$ cat src/rtl/sample_rate_gen.sv
// -----------------------------------------------------------------------------
// sample_rate_gen
//
// Programmable sample-rate generator. Takes the period (in clk cycles)
// requested by speed control and produces a one-cycle sample strobe at every
// period boundary. It also drives a level request towards the flash/audio
// reader and flags underruns when the reader misses a whole period.
//
// The requested divisor is clamped to MIN_DIV and shadowed. It is only adopted
// on the IDLE->RUN transition and on the tick that closes a period. Speed
// changes therefore never shorten or stretch the period that is in flight.
//
// Parameters
//   WIDTH    divisor / period counter width
//   MIN_DIV  smallest divisor honoured; smaller requests (including 0) clamp up
//   UCNT_W   width of the saturating underrun counter
//
// Ports
//   clk             system clock
//   reset_n         asynchronous active-low reset (deassertion synchronised
//                   outside this block)
//   enable          run/stop; low returns the generator to IDLE
//   pause           freezes the period counter; the handshake keeps running
//   clk_count_to    requested period in clk cycles, from speed control
//   sample_ack      flash reader has taken the current sample
//   clear_underrun  clears underrun and underrun_count on the next edge
//   sample_tick     one-cycle strobe at each period boundary (registered)
//   sample_req      level request, held until acknowledged (registered)
//   underrun        sticky: a period closed with a request still pending
//   underrun_count  number of underruns, saturating at all-ones
//   active_div      divisor of the period in flight, after clamping
// -----------------------------------------------------------------------------
module sample_rate_gen #(
  parameter int unsigned WIDTH   = 32,
  parameter int unsigned MIN_DIV = 16,
  parameter int unsigned UCNT_W  = 16
) (
  input  logic              clk,
  input  logic              reset_n,
  input  logic              enable,
  input  logic              pause,
  input  logic [WIDTH-1:0]  clk_count_to,
  input  logic              sample_ack,
  input  logic              clear_underrun,
  output logic              sample_tick,
  output logic              sample_req,
  output logic              underrun,
  output logic [UCNT_W-1:0] underrun_count,
  output logic [WIDTH-1:0]  active_div
);

  // Divisor in force after reset, before speed control has been sampled.
  localparam logic [WIDTH-1:0]  RESET_DIV = WIDTH'(3472);
  localparam logic [WIDTH-1:0]  MIN_DIV_W = WIDTH'(MIN_DIV);
  localparam logic [WIDTH-1:0]  ONE_W     = WIDTH'(1);
  localparam logic [UCNT_W-1:0] UCNT_ONE  = UCNT_W'(1);
  localparam logic [UCNT_W-1:0] UCNT_MAX  = '1;

  typedef enum logic {
    IDLE = 1'b0,
    RUN  = 1'b1
  } state_t;

  state_t           state;
  logic [WIDTH-1:0] count;         // cycles elapsed in the current period
  logic [WIDTH-1:0] div_clamped;   // clamp(clk_count_to)
  logic             period_end;    // this edge registers a period boundary
  logic             underrun_evt;  // boundary reached with the request unserved

  // ---------------------------------------------------------------------------
  // Combinational helpers
  // ---------------------------------------------------------------------------

  // Unsigned compare. The result is never below MIN_DIV, so active_div - 1
  // cannot wrap in the period_end compare.
  // NOTE: every always_comb output gets a value on every path, so no latch.
  always_comb begin
    div_clamped = clk_count_to;
    if (clk_count_to < MIN_DIV_W) begin
      div_clamped = MIN_DIV_W;
    end
  end

  // A boundary only exists while actually counting: running, enabled and not
  // paused. A pause parked on the last count simply delays the boundary.
  assign period_end   = (state == RUN) && enable && !pause &&
                        (count == (active_div - ONE_W));

  // The reader missed a period: a new boundary arrives while the previous
  // request is still up and is not being acknowledged on this very edge.
  assign underrun_evt = period_end && sample_req && !sample_ack;

  // ---------------------------------------------------------------------------
  // Control FSM, period counter, tick, request and divisor shadow
  // ---------------------------------------------------------------------------
  // NOTE: state is written with non-blocking assignments only, so every
  // register in this block sees pre-edge values of the others.
  always_ff @(posedge clk or negedge reset_n) begin
    if (!reset_n) begin
      state       <= IDLE;
      count       <= '0;
      sample_tick <= 1'b0;
      sample_req  <= 1'b0;
      active_div  <= RESET_DIV;
    end else begin
      case (state)
        IDLE: begin
          count       <= '0;
          sample_tick <= 1'b0;
          sample_req  <= 1'b0;
          if (enable) begin
            // Latch the first period's divisor here, so the first tick lands
            // exactly active_div cycles after this edge.
            state      <= RUN;
            active_div <= div_clamped;
          end
        end

        RUN: begin
          if (!enable) begin
            // Stopping abandons the period and the request. active_div and
            // the underrun state are deliberately kept.
            state       <= IDLE;
            count       <= '0;
            sample_tick <= 1'b0;
            sample_req  <= 1'b0;
          end else begin
            // Period counter. When paused, count holds so that a pause of P
            // cycles stretches the current period by exactly P cycles.
            if (pause) begin
              sample_tick <= 1'b0;
            end else if (period_end) begin
              count       <= '0;
              sample_tick <= 1'b1;
              // The only point in RUN where a new divisor is adopted. The
              // period just closed always ran at its own latched length.
              active_div  <= div_clamped;
            end else begin
              count       <= count + ONE_W;
              sample_tick <= 1'b0;
            end

            // Request handshake. A boundary always (re)raises the request,
            // even if it coincides with an ack: that ack serves the old
            // sample and the new request stands. An ack seen while req is
            // low falls through both branches and is ignored.
            if (period_end) begin
              sample_req <= 1'b1;
            end else if (sample_req && sample_ack) begin
              sample_req <= 1'b0;
            end
          end
        end

        default: begin
          state <= IDLE;
        end
      endcase
    end
  end

  // ---------------------------------------------------------------------------
  // Underrun flag and saturating counter
  // ---------------------------------------------------------------------------
  // An event on the same edge as clear_underrun wins: the flag stays set and
  // the counter restarts at one, so the coincident underrun is not lost.
  always_ff @(posedge clk or negedge reset_n) begin
    if (!reset_n) begin
      underrun       <= 1'b0;
      underrun_count <= '0;
    end else if (underrun_evt) begin
      underrun <= 1'b1;
      if (clear_underrun) begin
        underrun_count <= UCNT_ONE;
      end else if (underrun_count != UCNT_MAX) begin
        underrun_count <= underrun_count + UCNT_ONE;
      end
    end else if (clear_underrun) begin
      underrun       <= 1'b0;
      underrun_count <= '0;
    end
  end

endmodule
$ cat config.mk
export PLATFORM = sky130hd
export DESIGN_NAME = sample_rate_gen
export DESIGN_NICKNAME = d
export VERILOG_FILES = /design/src/rtl/sample_rate_gen.sv
export SDC_FILE = /design/constraint.sdc
export NUM_CORES = 1
export LEC_CHECK = 0
export CAP_MARGIN = 20
export CORE_ASPECT_RATIO = 1.4
export CORE_MARGIN = 4
export CORE_UTILIZATION = 57
export DETAILED_ROUTE_END_ITERATION = 12
export DONT_BUFFER_PORTS = 1
export PLACE_DENSITY = 0.74
export SETUP_SLACK_MARGIN = 0.02
export SKIP_CTS_REPAIR_TIMING = 1
export SLEW_MARGIN = 20
export SYNTH_ARGS = -nofsm -noshare
export SYNTH_HDL_FRONTEND = slang
export SYNTH_SLANG_ARGS = --single-unit
$ cat constraint.sdc
create_clock -name clk -period 3 [get_ports clk]
set_input_delay 0.45 -clock clk [delete_from_list [all_inputs] [get_ports clk]]
set_output_delay 0.45 -clock clk [all_outputs]
set_load 0.02 [all_outputs]
======== Word level (Yosys, flattened, before mapping) ========
Index checks and enable logic that the tools add are counted.
cells by class
  add/sub/neg operators ................... 3
  $mul .................................... 0
  divide/modulo/power cells ............... 0
  $lt $le $gt $ge ......................... 1
  equality and inequality tests ........... 8
  shifts and indexed selects .............. 0
  mux-type cells .......................... 25
  bitwise operators ....................... 1
  reduce and logical (&&, ||, !) cells .... 12
operators by type and width
  cell                                                 count
  two-way mux 32 bit                                   8
  case mux 32 bit (2 select lines)                     2
  two-way mux 16 bit                                   4
  adder 32 x 1 -> 32 bit, second input constant        1
  equality test 32 bit                                 1
  < comparator 32 x 5 -> 1 bit, second input constant  1
  subtractor 32 x 1 -> 32 bit, second input constant   1
  adder 16 x 1 -> 16 bit, second input constant        1
  != test 16 bit, second input constant                1
  two-way mux 1 bit                                    9
  logical AND 1 bit                                    6
  != test 2 bit, second input constant                 3
  != test 4 x 2 -> 1 bit, second input constant        1
  case mux 1 bit (2 select lines)                      2
  AND reduction 4 bit                                  1
  nonzero test 2 bit                                   2
  != test 3 bit, second input constant                 1
  logical NOT 1 bit                                    2
  != test 2 x 1 -> 1 bit, second input constant        1
  AND reduction 2 bit                                  1
  inverter 1 bit                                       1
storage, ports and cells
  register bits after elaboration ......... 84
  bits in latches ......................... 0
  memory bits (writable) .................. 0
  bits in read-only memories .............. 0
  bits of input ports ..................... 38
  output and inout bits ................... 51
  word-level logic and storage cells ...... 57
  memories kept ........................... 0

======== Depth between registers and ports, before layout ========
Gate-level depths: netlist (run 1).
  word-level depth ........................ 7
  gate-level depth with buffers ........... 14
  gate-level depth less buffers ........... 11

======== Worst setup path after synthesis (run 1) ========
No wires, ideal clock.
  kind .................................... flip-flop to flip-flop
  start point ............................. register active_div[12]
  end point ............................... register underrun_count[15]
  setup time .............................. 0.128 ns
  data arrival time ....................... 3.095 ns
  data required time ...................... 2.872 ns
  slack ................................... -0.222 ns
  cell stages (with the launch flop) ...... 12
  path buffers ............................ 2
  clock period less this slack ............ 3.222 ns
  cells stage by stage .................... dfrtp_1 > clkbuf_1 > or2_2 > nor4b_4 > and4_1 > mux2i_1 > o22ai_4 > and4b_1 > buf_6 > nand2_4 > nor4_1 > mux2_1
between the ends
  cells in the longest elaborated chain, start to end .. 7
  elaborated cells between the ends (all ways) .. 8
  those cells by class .................... add/sub (1); eq/ne (1); mux (1); reduce/logical (5)
ends and longest elaborated chain
  what                                 line  RTL
  start, declared                      49    output logic [WIDTH-1:0] active_div
  start signal, assigned               115   active_div <= div_clamped;
  start signal, assigned               137   active_div <= div_clamped;
  subtractor 32 x 1 -> 32 bit (*)      87    (count == (active_div - ONE_W));
  equality test 32 bit (*)             87
  logical AND 1 bit (*)                86    assign period_end = (state == RUN) && enable && !pause &&
  logical AND 1 bit (*) (2 in series)  91    assign underrun_evt = period_end && sample_req && !sample_ack;
  nonzero test 2 bit (no line)         --
  AND reduction 2 bit (no line)        --
  end signal, assigned                 176   underrun_count <= underrun_count + UCNT_ONE;
  end, declared                        48    output logic [UCNT_W-1:0] underrun_count,
Mark *: on every way between the ends. The rest lies on a longest branch, timed or not.
A chain may end at the register's enable or synchronous reset.

======== Worst setup path in the final report (run 1) ========
  start point ............................. register active_div[0]
  end point ............................... register underrun_count[7]
Same word-level chain as after synthesis.

==> metrics.md, run 1 <==
| Metric | Value |
|---|---|
| Worst slew margin | 46.7% |
| Total wire length | 17200 um |
| Worst Tran Pin Value | 0.800 ns |
| DP HPWL | 12200 um |
| Nets | 729 |
| Cts bufs inserted | 9 |
| Final setup violation count | 72 |
| R2R Setup Slk | -0.24 ns |
| CTS H-tree lvls | 3 |
| Worst Path Required | 3.28 ns |
| CP endpoint kind | flop |
| Cell leakage power | 3.22 nW |
| Final Hold Violating Endpoints | 0 |
| Post-Synth XOR/XNOR Area | 8.28% |
| RSZ-0062 raised after global routing | true |
| Mux contribution to synthesized area | 8.80% |
| Failing checks | setup timing |
| Die Y | 125 um |
| DRC viols | 0 |
| Commonest non-fill, non-tap cells in the layout | buf_4 (108), dfrtp_1 (69), nor2_1 (48) |
| Avg Synthesized Cell Area | 9.63 um2 |
| Clock slew at reported path FFs | 0.06 ns |
| Final Slew Violations | 0 |
| Combinational family with the most area after synthesis | simple AND/OR/NAND/NOR gates |
| Routed len/inst | 20.8 um |
| TritonCTS clock tree | built |
| CTS Buffer Depth | 2 |
| Latest clock arrival within the worst-skew pair | 0.34 ns |
| Routed Antenna Nets | 0 |
| Crit start category | flop |
| Number of DRC markers in iteration 0 | 334 |
| Largest net degree at the start of global routing | 85 |
| Setup TNS | -9.68 ns |
| Initial Utilization | 58.9% |
| Die X-Extent | 91.8 um |
| CP max FO | 7 |
| Synthesized flop and latch total | 84 |
| Synth Flop Type | dfrtp_1 |
| Post-synthesis cell area | 5600 um2 |
| # rows | 42 |
| Launching point of the worst reg2reg path | active_div[0] |
| Final Skew | 0.00642 ns |
| Gr ovfl total | 0 |
| Post-synth EDFFs | 0 |
| Synth area leader | dfrtp_1 |
| PnR worst setup slack | -0.237 ns |
| VDD IR max | 0.357 mV |
| Routability cong. | 0.934 |
| Area growth syn-to-layout | 29.6% |
| Commonest non-fill, non-tap cell in the layout | buf_4 |
| Core Region | 9510 um2 |
| Root Driver | clkbuf_16 |
| Maximum clock rate | 309 MHz |
| Sink Count | 84 |
| Initial antenna violation count | 0 |
| I/O Buffers | 0 |
| Cell Area, Placed | 6430 um2 |
| MaxCap Viol Count | 0 |
| Tcrit/Tclk final | 108% |
| YS warnings | 0 |
| Post-Synthesis Net Count | 623 |
| Status | finished, violations left |
| Reg-to-reg endpoint | underrun_count[7] |
| Pwr dens | 463 nW/um2 |
| Hold Crit Class | input pin to asynchronous set/reset pin |
| Async set or reset register ratio after synthesis | 100% |
| Synth area leaders | dfrtp_1 (35%), mux2_4 (7.0%), xnor2_1 (4.7%) |
| Gate Count Post-Synth | 582 |
| Fin area | 7270 um2 |
| Fin crit period | 3.24 ns |
| Vias | 5217 |
| Adder-cell share of the synthesized area | 0.670% |
| GRT Util Overall | 28.2% |
| Worst r2r path cells | 12 |
| Top cell type's share of synthesized area | 35.3% |
| Vias per cell | 6.32 |
| Die footprint | 11500 um2 |
| Cell variety after synth | 77 |
| WS Path Type | flop to flop |
| Worst Path Arrival | 3.52 ns |
| Vias in the first global route | 5076 |
| Layout cell share with drive strength beyond 1 | 36.8% |
| Post-synthesis simple-gate area fraction | 27.4% |
| TritonRoute pass-1 iters | 5 |
| Synth Area in Compound Gates | 13.4% |
| Diodes inserted | 0 |
| First-pass GRT wire length | 26000 um |
| Pre-CTS WS | -0.238 ns |
| IO Count | 89 |
| Post-synthesis sequential area ratio | 37.6% |
[routing by layer]
metal | wire length, um | GRT usage [%] | vias to the layer above
met4 | 718 | 14.5 | 0
li1 | - | - | 2371
met3 | 785 | 5.23 | 54
met1 | 6690 | 32.2 | 2625
met2 | 9000 | 49.8 | 167
met5 | 0 | 0 | -
[power by group]
group / internal (mW) / leakage, nW / switching (mW)
combinational: 0.433 / 1.99 / 0.500
sequential: 1.21 / 1.08 / 0.0846
clock: 0.671 / 0.150 / 0.467
[cell usage after synthesis, types with 4 or more instances]
cell,number
buf_2,6
xor2_1,23
inv_1,12
a211oi_1,5
clkbuf_1,15
nor2_1,48
dfstp_2,5
nand3_1,36
and4_1,5
buf_4,4
a21o_1,10
nor2b_1,7
nor3b_1,5
xnor2_1,30
nor4_1,20
o311ai_1,5
dfrtp_1,79
mux2_4,26
or4_1,6
or2_2,4
o21ai_0,19
o211ai_1,6
or3_1,11
a21oi_1,16
o21ai_1,5
buf_6,5
nand4_1,17
nor3_1,11
nand2_1,43
and3_1,18
mux2i_1,8
[metrics by stage]
stage	power [mW]	hold WS (ns)	utilization, %	instances
after floorplan	1.82	0.154	-	582
final	3.37	0.0110	76.4	825
after global routing	3.50	0.0264	76.4	825
after CTS	3.25	-0.203	70.8	801
after global placement	2.09	0.157	67.6	785
after detailed placement	2.12	0.156	67.6	785
[how the worst max path moves through the flow]
stage | start | to | cells past startpoint
detailed placement | active_div[1] | underrun_count[11] | 10
global placement | active_div[1] | underrun_count[11] | 10
global route | active_div[0] | underrun_count[7] | 12
finish | active_div[0] | underrun_count[7] | 12
floorplan | active_div[15] | underrun_count[11] | 10
CTS | active_div[1] | underrun_count[11] | 10
[registers in the layout, indices dropped and copies added (netlist names)]
register and cells:
sample_req 1, underrun 1, state 1, active_div 32, count 32, sample_tick 1
underrun_count 16
[critical path, stage by stage (launching register included)]
cell and delay [ns]:
dfrtp_2 0.43, buf_4 0.15, nor4_4 0.38, nand4_2 0.24
nor4_4 0.39, buf_4 0.17, o2111ai_2 0.11, nor4_2 0.23
and4b_2 0.34, nand2_4 0.10, buf_4 0.16, or4_1 0.40
nand2_1 0.08
[layout make-up]
type                    instances  area (um2)
clock buffers                  11         243
repair buffers                125        1050
clock inverters                 5        61.3
multi-input cells             456        3580
flip-flops and latches         84        2120
well taps                     132         165
inverters                      12        45.0
fillers                       625        2250
[kinds of logic after synthesis]
kind of cell,count (synthesis)
buffers and inverters,42
adder cells (fa/ha/maj),3
flip-flops,84
multiplexers,36
AO/OA/AOI/OAI,104
AND/OR/NAND/NOR,260
XOR/XNOR,53
No activity file was read; power rests on OpenSTA's default activity.
==> run 2, diff against run 1 <==
- CAP_MARGIN: 20 -> 5
- CELL_PAD_IN_SITES_DETAIL_PLACEMENT: unset -> 1
- CELL_PAD_IN_SITES_GLOBAL_PLACEMENT: unset -> 1
- CORE_UTILIZATION: 57 -> 45
- HOLD_SLACK_MARGIN: unset -> 0.05
- PLACE_DENSITY: 0.74 -> 0.76
==> run 2 against run 1 <==
The run still ends with setup timing left; critical path depth unchanged; non-clock buffer count down 9; via count up 1.4%; global-route usage down 1.0 points; maximum frequency down 2.1%; utilization down 17 points; register-to-register slack worse by 0.07 ns; final area about the same; sequential power about the same; first-iteration DRC count down 35%; largest power group unchanged; clock power about the same; wire length up 20%.
==> metrics.md, run 2 (synthesis gave the netlist of run 1 again) <==
| Metric | Value |
|---|---|
| Non-Filler Instances | 836 |
| Crit start category | flop |
| Worst r2r path cells | 12 |
| CTS H-tree lvls | 3 |
| Hold Crit Class | input pin to flop |
| Sequential Area | 2120 um2 |
| Commonest non-fill, non-tap cell in the layout | buf_4 |
| Worst slew margin | 49.7% |
| Pwr dens | 470 nW/um2 |
| PnR worst setup slack | -0.306 ns |
| Worst Path Required | 3.22 ns |
| I/O Buffers | 0 |
| DP HPWL | 14500 um |
| TritonCTS clock tree | built |
| CP endpoint kind | flop |
| R2R Setup Slk | -0.31 ns |
| Vias per cell | 6.33 |
| Final Hold Violating Endpoints | 0 |
| Reg-to-reg endpoint | active_div[20] |
| Routed Antenna Nets | 0 |
| Clock slew at reported path FFs | 0.06 ns |
| First-pass GRT wire length | 30200 um |
| Routability cong. | 0.942 |
| IO Count | 89 |
| Placed cells | 797 |
| Layout cell share with drive strength beyond 1 | 36.2% |
| Tcrit/Tclk final | 110% |
| WS Path Type | flop to flop |
| Commonest non-fill, non-tap cells in the layout | buf_4 (100), dfrtp_1 (69), nor2_1 (48) |
| Multi-input gate area | 3610 um2 |
| Routed len/inst | 24.7 um |
| Final Skew | 0.00989 ns |
| Final setup violation count | 78 |
| CP max FO | 14 |
| Failing checks | setup timing |
| Gr ovfl total | 0 |
| Cell leakage power | 3.23 nW |
| Total wire length | 20700 um |
| Vias in the first global route | 5736 |
| Die footprint | 14300 um2 |
| Status | finished, violations left |
| Initial Utilization | 45.7% |
| Root Driver | clkbuf_16 |
| Number of DRC markers in iteration 0 | 216 |
| MaxCap Viol Count | 0 |
| Worst hold slack | 0.130 ns |
| Area growth syn-to-layout | 29.6% |
| CTS Buffer Depth | 2 |
| Initial antenna violation count | 0 |
| Cts bufs inserted | 9 |
| TritonRoute pass-1 iters | 4 |
| Worst hold stages | 0 |
| VDD IR max | 0.322 mV |
| Filler instances | 1346 |
| DRC viols | 0 |
| Worst Path Arrival | 3.53 ns |
| Core Region | 12300 um2 |
| Final Slew Violations | 0 |
| Hold Path End | state |
| Latest clock arrival within the worst-skew pair | 0.35 ns |
| Fin util | 59.3% |
| Worst Tran Pin Value | 0.754 ns |
| Fin crit period | 3.31 ns |
| Nets | 722 |
| Maximum clock rate | 302 MHz |
| Die Y | 140 um |
| RSZ-0062 raised after global routing | true |
| # rows | 48 |
| Launching point of the worst reg2reg path | active_div[0] |
| Hold Path Origin | enable |
| Vias | 5292 |
| Die X-Extent | 102 um |
| Largest net degree at the start of global routing | 85 |
| Sink Count | 84 |
| Diodes inserted | 0 |
| GRT Util Overall | 27.2% |
| Largest regs | active_div (32), count (32), underrun_count (16) |
[run 2: cell count changes in the layout (fill, tap and decap cells not counted), moves of 2 or more]
cell / change
nand3_1: +4
o311ai_1: +2
a211oi_4: +2
nand2_2: +2
nand3_2: -4
buf_4: -8
clkinv_4: -3
a211oi_1: -2
o311ai_2: -2
[run 2: worst max-delay path, cell delays in order (launching register included)]
cell	delay (ns)
dfrtp_2	0.43
buf_4	0.15
or4_1	0.56
xnor2_1	0.18
o41ai_2	0.23
buf_4	0.16
o221ai_2	0.11
a211oi_2	0.25
nand4b_4	0.16
o31ai_4	0.25
nand2_2	0.16
clkbuf_16	0.23
mux2_4	0.30
[run 2: worst max-delay path by stage]
| stage | cells past startpoint | endpoint | start |
|---|---|---|---|
| 6_report | 12 | active_div[20] | active_div[0] |
| 5_1_grt | 12 | active_div[25] | active_div[1] |
| 4_1_cts | 12 | underrun_count[11] | active_div[2] |
| 3_5_place_dp | 12 | underrun_count[11] | active_div[2] |
| 3_3_place_gp | 10 | underrun_count[11] | active_div[5] |
| 2_1_floorplan | 10 | underrun_count[11] | active_div[15] |
[run 2: final cells by class]
type / count / area share, %
clock inverters: 4 / 0.655
well taps: 150 / 2.58
repair buffers: 116 / 13.6
flip-flops and latches: 84 / 29.2
multi-input cells: 458 / 49.8
inverters: 12 / 0.620
clock buffers: 12 / 3.53
[run 2: per-stage QoR]
step	setup TNS, ns	setup WS [ns]	power [mW]	area [um2]
after detailed placement	-17.58	-0.339	2.15	6410
after floorplan	-1.35	-0.0675	1.82	5700
after global routing	-29.02	-0.452	3.55	7260
final	-16.42	-0.306	3.42	7260
after CTS	-21.68	-0.416	3.30	6710
after global placement	-9.43	-0.235	2.11	6410
[run 2: report_power, final]
| group | switching [mW] | internal, mW | total (mW) |
|---|---|---|---|
| Sequential | 0.0892 | 1.21 | 1.30 |
| Clock | 0.465 | 0.688 | 1.15 |
| Combinational | 0.532 | 0.432 | 0.964 |
| Total | 1.09 | 2.33 | 3.42 |
[run 2: metal layers]
layer / up-vias / part of all wire [%] / global-route usage [%]
met1: 2688 / 34 / 27.8
met5: - / 0 / 0
met4: 0 / 5.3 / 11.5
met3: 77 / 5.2 / 5.43
li1: 2354 / - / -
met2: 173 / 55 / 52.0
